<file path="config.mk">
export PLATFORM = sky130hd
export DESIGN_NAME = pipeline_controller
export DESIGN_NICKNAME = d
export VERILOG_FILES = /design/src/rtl/cpu_types_pkg.sv /design/src/rtl/pipeline_controller_hazard_detect.sv /design/src/rtl/pipeline_controller.sv
export SDC_FILE = /design/constraint.sdc
export NUM_CORES = 1
export LEC_CHECK = 0
export ABC_AREA = 1
export CAP_MARGIN = 20
export CORE_MARGIN = 2
export CORE_UTILIZATION = 40
export CTS_BUF_LIST = sky130_fd_sc_hd__clkbuf_4
export CTS_CLUSTER_SIZE = 20
export DETAILED_ROUTE_END_ITERATION = 16
export PLACE_DENSITY = 0.65
export SLEW_MARGIN = 25
export SYNTH_ARGS = -nofsm -noshare
export SYNTH_HDL_FRONTEND = slang
export SYNTH_SLANG_ARGS = --single-unit
</file>
<file path="constraint.sdc">
create_clock -name CLK -period 5 [get_ports CLK]
set_input_delay 1 -clock CLK [delete_from_list [all_inputs] [get_ports CLK]]
set_output_delay 1 -clock CLK [all_outputs]
set_load 0.02 [all_outputs]
</file>
<file path="src/rtl/cpu_types_pkg.sv">
// Shared types and helpers for the pipeline sequencing controller.
package cpu_types_pkg;

    // Controller state: RUN sequences the pipeline, HALT freezes it until reset.
    typedef enum logic [0:0] {
        RUN  = 1'b0,
        HALT = 1'b1
    } ctrl_state_t;

    localparam int REG_W = 5;
    localparam logic [REG_W-1:0] REG_ZERO = 5'd0;

    // Per-latch load enables and NOP-insert flushes driven toward the datapath.
    typedef struct packed {
        logic pc_en;
        logic ifid_en;
        logic idex_en;
        logic exmem_en;
        logic memwb_en;
        logic ifid_flush;
        logic idex_flush;
        logic exmem_flush;
    } latch_ctrl_t;

    localparam latch_ctrl_t CTRL_IDLE = '{1'b0, 1'b0, 1'b0, 1'b0, 1'b0, 1'b0, 1'b0, 1'b0};

    // True when a pending write targets the given source; register 0 is never a hazard.
    function automatic logic dest_match(
        input logic             we,
        input logic [REG_W-1:0] wsel,
        input logic [REG_W-1:0] src
    );
        return we && (wsel == src) && (src != REG_ZERO);
    endfunction

endpackage

</file>
<file path="src/rtl/pipeline_controller_hazard_detect.sv">
// RAW hazard detection between the instruction in ID and older writers in EX and MEM.
module hazard_detect
    import cpu_types_pkg::*;
(
    input  logic             [REG_W-1:0] id_rs,
    input  logic             [REG_W-1:0] id_rt,
    input  logic                         id_uses_rt,
    input  logic                         ex_regwrite,
    input  logic             [REG_W-1:0] ex_wsel,
    input  logic                         mem_regwrite,
    input  logic             [REG_W-1:0] mem_wsel,
    output logic                         raw
);

    logic rs_hit_s;
    logic rt_hit_s;

    // Compare both sources against the EX and MEM destinations; rt only counts when read.
    always_comb begin
        rs_hit_s = dest_match(ex_regwrite, ex_wsel, id_rs)
                 | dest_match(mem_regwrite, mem_wsel, id_rs);
        rt_hit_s = id_uses_rt
                 & (dest_match(ex_regwrite, ex_wsel, id_rt)
                  | dest_match(mem_regwrite, mem_wsel, id_rt));
        raw      = rs_hit_s | rt_hit_s;
    end

endmodule

</file>
<file path="src/rtl/pipeline_controller.sv">
// Pipeline sequencing controller: latch enables/flushes, data-memory requests,
// sticky halt and cycle/stall performance counters.
module pipeline_controller
    import cpu_types_pkg::*;
#(
    parameter int CNT_W = 32
) (
    input  logic              CLK,
    input  logic              nRST,
    input  logic              ihit,
    input  logic              dhit,
    input  logic [REG_W-1:0]  id_rs,
    input  logic [REG_W-1:0]  id_rt,
    input  logic              id_uses_rt,
    input  logic              ex_regwrite,
    input  logic [REG_W-1:0]  ex_wsel,
    input  logic              mem_regwrite,
    input  logic [REG_W-1:0]  mem_wsel,
    input  logic              mem_ren,
    input  logic              mem_wen,
    input  logic              mem_pctaken,
    input  logic              mem_halt,
    output logic              pc_en,
    output logic              ifid_en,
    output logic              idex_en,
    output logic              exmem_en,
    output logic              memwb_en,
    output logic              ifid_flush,
    output logic              idex_flush,
    output logic              exmem_flush,
    output logic              dmemREN,
    output logic              dmemWEN,
    output logic              halt,
    output logic [CNT_W-1:0]  cycle_count,
    output logic [CNT_W-1:0]  stall_count
);

    localparam logic [CNT_W-1:0] CNT_ONE = {{(CNT_W-1){1'b0}}, 1'b1};

    ctrl_state_t state_r;
    ctrl_state_t next_state_s;
    latch_ctrl_t ctrl_s;
    logic        raw_s;
    logic        run_s;
    logic        mem_acc_s;
    logic        back_adv_s;
    logic [CNT_W-1:0] cycle_count_r;
    logic [CNT_W-1:0] stall_count_r;

    hazard_detect u_hazard_detect (
        .id_rs        (id_rs),
        .id_rt        (id_rt),
        .id_uses_rt   (id_uses_rt),
        .ex_regwrite  (ex_regwrite),
        .ex_wsel      (ex_wsel),
        .mem_regwrite (mem_regwrite),
        .mem_wsel     (mem_wsel),
        .raw          (raw_s)
    );

    // Advance condition: a memory access in MEM waits on dhit, otherwise on ihit.
    always_comb begin
        run_s      = (state_r == RUN);
        mem_acc_s  = mem_ren | mem_wen;
        back_adv_s = run_s & (mem_acc_s ? dhit : ihit);
    end

    // State register: reset enters RUN.
    always_ff @(posedge CLK or negedge nRST) begin
        if (!nRST) begin
            state_r <= RUN;
        end else begin
            state_r <= next_state_s;
        end
    end

    // Next state: HALT is entered when the HALT in MEM advances, and is left only by reset.
    always_comb begin
        next_state_s = state_r;
        case (state_r)
            RUN: begin
                if (mem_halt && back_adv_s) begin
                    next_state_s = HALT;
                end else begin
                    next_state_s = RUN;
                end
            end
            HALT:    next_state_s = HALT;
            default: next_state_s = RUN;
        endcase
    end

    // Output decode: prioritised latch controls; flushed latches keep their enable low.
    always_comb begin
        ctrl_s = CTRL_IDLE;
        case (state_r)
            RUN: begin
                if (back_adv_s && mem_pctaken) begin
                    ctrl_s.pc_en       = 1'b1;
                    ctrl_s.ifid_flush  = 1'b1;
                    ctrl_s.idex_flush  = 1'b1;
                    ctrl_s.exmem_flush = 1'b1;
                    ctrl_s.memwb_en    = 1'b1;
                end else if (back_adv_s && mem_acc_s && !ihit) begin
                    ctrl_s.exmem_flush = 1'b1;
                    ctrl_s.memwb_en    = 1'b1;
                end else if (back_adv_s && raw_s) begin
                    ctrl_s.idex_flush  = 1'b1;
                    ctrl_s.exmem_en    = 1'b1;
                    ctrl_s.memwb_en    = 1'b1;
                end else if (back_adv_s) begin
                    ctrl_s.pc_en       = 1'b1;
                    ctrl_s.ifid_en     = 1'b1;
                    ctrl_s.idex_en     = 1'b1;
                    ctrl_s.exmem_en    = 1'b1;
                    ctrl_s.memwb_en    = 1'b1;
                end else begin
                    ctrl_s = CTRL_IDLE;
                end
            end
            HALT:    ctrl_s = CTRL_IDLE;
            default: ctrl_s = CTRL_IDLE;
        endcase
    end

    // Drive latch controls and data-memory requests; requests also drop while reset is held.
    always_comb begin
        pc_en       = ctrl_s.pc_en;
        ifid_en     = ctrl_s.ifid_en;
        idex_en     = ctrl_s.idex_en;
        exmem_en    = ctrl_s.exmem_en;
        memwb_en    = ctrl_s.memwb_en;
        ifid_flush  = ctrl_s.ifid_flush;
        idex_flush  = ctrl_s.idex_flush;
        exmem_flush = ctrl_s.exmem_flush;
        dmemREN     = nRST & run_s & mem_ren;
        dmemWEN     = nRST & run_s & mem_wen;
        halt        = (state_r == HALT);
    end

    // Performance counters: count RUN cycles and RUN cycles with the PC held; frozen in HALT.
    always_ff @(posedge CLK or negedge nRST) begin
        if (!nRST) begin
            cycle_count_r <= '0;
            stall_count_r <= '0;
        end else if (run_s) begin
            cycle_count_r <= cycle_count_r + CNT_ONE;
            if (!ctrl_s.pc_en) begin
                stall_count_r <= stall_count_r + CNT_ONE;
            end else begin
                stall_count_r <= stall_count_r;
            end
        end else begin
            cycle_count_r <= cycle_count_r;
            stall_count_r <= stall_count_r;
        end
    end

    assign cycle_count = cycle_count_r;
    assign stall_count = stall_count_r;

endmodule

</file>
==> results by group <==
Layout
  – Nets: ~790
  – Post-route insts no fill: 904
  – Most frequent cells in the layout: nand2_1 (253), clkdlybuf4s50_1 (104), nor2_1 (77), dfrtp_1 (65), inv_1 (61)
  – Commonest non-fill, non-tap cell in the layout: nand2_1
  – Fillcell total: approximately 1100
  – Area Growth Syn to Fin: 28.7%
  – Layout cells sized above 1: under 10%

Clock network
  – Clk_lat worst skew: ~430 ps
  – CTS resizes: 0
  – TritonCTS Buffers: 9
  – Post-CTS Setup Repair Bufs: 0
  – Root Buffer: clkbuf_4
  – Clock Tree Buf Depth: 2
  – H-tree Lvls: 3
  – Clock slew at reported path FFs: ~110 ps
  – CTS Hold Buffers Added: 0
  – Clock Sinks: 65
  – TritonCTS clock tree: done

Placed design
  – Routability cong.: slightly below 1
  – DPL Wire Length: 9720 µm
  – IO buf count: about 110
  – Dpl cells: 888

Floorplan
  – Starting Density: between 40% and 50%
  – IO Count: 106
  – Die Area: 12100 µm²
  – Die Wd: ~110 µm
  – Num rows: 38
  – Core area: approximately 11000 µm²
  – DIE HEIGHT: around 110 µm

Global route
  – Initial antenna violation count: 1
  – Global-route usage over all layers: between 20% and 30%
  – First-pass GRT wire length: between 20000 and 25000 µm
  – Number of global-route vias before repair: 4211
  – Pin count of the biggest net entering global routing: 45
  – Gr ovfl total: 0

Logic synthesis
  – Synth Net Count: about 690
  – Synth Register Bits: 65
  – Number of library cell types mapped by synthesis: 27
  – Avg Cell Area, Syn: approximately 6.9 µm²
  – Cell taking the most area after synthesis: dfrtp_1
  – YS warnings: 0
  – Syn Inst Count: between 600 and 700
  – Synth top area share: a little over a third
  – Mapped cell area: approximately 4500 µm²
  – Cells taking the most area after synthesis: dfrtp_1 (36%), nand2_1 (21%), nor2_1 (6.4%), xor2_1 (6.4%), nand4_1 (6.1%)
  – Register area share after synthesis: roughly 36%

Detailed routing
  – Routed Antenna Nets: 0
  – DRT Pass-1 Iters: 5
  – DR vias: 4527
  – DRT iter0 DRCs: 297
  – DRC violations left: 0
  – Vias/cell: between 5 and 6
  – WL/cell: between 10 and 15 µm
  – Final Routed Wirelength: approximately 13000 µm

Power
  – PwrDens: between 150 and 200 nW/µm²
  – Worst vdd ir: approximately 0.11 mV
  – Lkg Pwr: 2.68 nW

Setup path
  – R2r startpoint: halt
  – Startpoint class of the critical path: input port
  – Worst EP required: around 4000 ps
  – FF-to-FF End: stall_count[25]
  – Worst Path Arrival: 3280 ps
  – Worst Path Max Fanout: 35
  – FF-to-FF path depth: 8
  – R2r setup slk: ~2900 ps
  – End of the critical path: ifid_en
  – Critical Path End Type: output port
  – CP Launch Point: id_rt[1]
  – WS Path Type: in -> out

Run
  – Maximum capacitance violations: 0

Timing
  – Final Hold Fails: 0
  – RSZ-0062 raised after global routing: no
  – Slew margin rel.: ~64%
  – Slew @ Worst Pin: around 540 ps
  – Worst clock skew: about 13 ps
  – Setup TNS Final: 0 ps
  – Final period util: between 80% and 90%
  – # setup viols final: 0
  – Fin. max-slew vios: 0
  – Peak Freq: 0.234 GHz
  – Crit path time final: between 4000 and 5000 ps

Worst hold path
  – Hold WC Path Type: reg -> reg

Run status
  – Status: finished clean
[Yosys cell counts (all sizes together)]
| cell | number |
|---|---|
| nand2 | 261 |
| nor2 | 87 |
| inv | 66 |
| dfrtp | 65 |
| nand4 | 44 |
| xor2 | 33 |
| nand3 | 29 |
| nor3 | 25 |
| xnor2 | 15 |
| buf | 11 |
| nand3b | 6 |
| clkbuf | 4 |
| o21ai | 3 |
| and3 | 2 |
| ha | 2 |
| clkinv | 1 |
| o31ai | 1 |
[power by group]
group | internal [W] | leakage (nW) | switching [W]
logic | 0.0000311 | 1.71 | 0.0000381
registers | 0.000525 | 0.903 | 0
clock network | 0.000147 | 0.0692 | 0.000198
total | 0.000704 | 2.68 | 0.000236
[per-layer routing]
metal / part of all wire (%) / track usage [%]
met1: 50 / 32.8
met2: 43 / 32.0
met4: 1.3 / 6.78
met5: 0 / 0
met3: 5.2 / 4.47
[through the flow]
| stage | power [W] | hold slack [ps] | worst slack [ps] | utilization (%) | cell area, µm² |
|---|---|---|---|---|---|
| global route | 0.000986 | 562 | 486 | 53.1 | 5780 |
| finish | 0.000939 | 524 | 718 | 53.1 | 5780 |
| floorplan | 0.000559 | 606 | 1650 | - | 4490 |
| global placement | 0.000606 | 495 | 771 | 51.9 | 5650 |
| CTS | 0.000954 | 531 | 699 | 53.1 | 5780 |
| detailed placement | 0.000606 | 509 | 707 | 51.9 | 5650 |
[logic make-up after synthesis]
| kind of cell | after synthesis | synth area share (%) |
|---|---|---|
| compound gates | 4 | 0.501 |
| xor+xnor | 48 | 9.36 |
| buf+inv | 82 | 7.63 |
| fa+ha+maj | 2 | 0.557 |
| flops | 65 | 36.2 |
| simple gates | 454 | 45.7 |
[critical path, stage by stage]
cell	delay, ps
clkdlybuf4s50_1	500
inv_1	80
o21ai_0	160
nor2_1	50
nand3_1	70
nand2_1	50
nand2_1	110
nand3_4	350
nor2_1	270
clkdlybuf4s50_1	640
[how the worst min path moves through the flow]
| stage | from | endpoint | slack (ps) | cells after the start |
|---|---|---|---|---|
| CTS | cycle_count[7] | cycle_count[7] | 530 | 1 |
| finish | cycle_count[7] | cycle_count[7] | 520 | 1 |
| floorplan | stall_count[31] | stall_count[31] | 610 | 2 |
| global route | cycle_count[20] | cycle_count[20] | 560 | 1 |
| global placement | stall_count[31] | stall_count[31] | 490 | 2 |
| detailed placement | cycle_count[7] | cycle_count[7] | 510 | 1 |
[final cells by class]
type / instances / area [µm²] / area share (%)
flip-flops and latches: 65 / 1630 / 28.1
clock buffers: 9 / 67.6 / 1.17
inverters: 67 / 256 / 4.44
diodes: 1 / 2.50 / 0.0433
clock inverters: 6 / 60.1 / 1.04
multi-input cells: 508 / 2520 / 43.6
well taps: 140 / 175 / 3.03
repair buffers: 108 / 1070 / 18.5
[flip-flops by register name, summed over array words and instances (netlist names)]
signal / cells
cycle_count: 32
stall_count: 32
halt: 1
(Power assumes the default switching activity.)
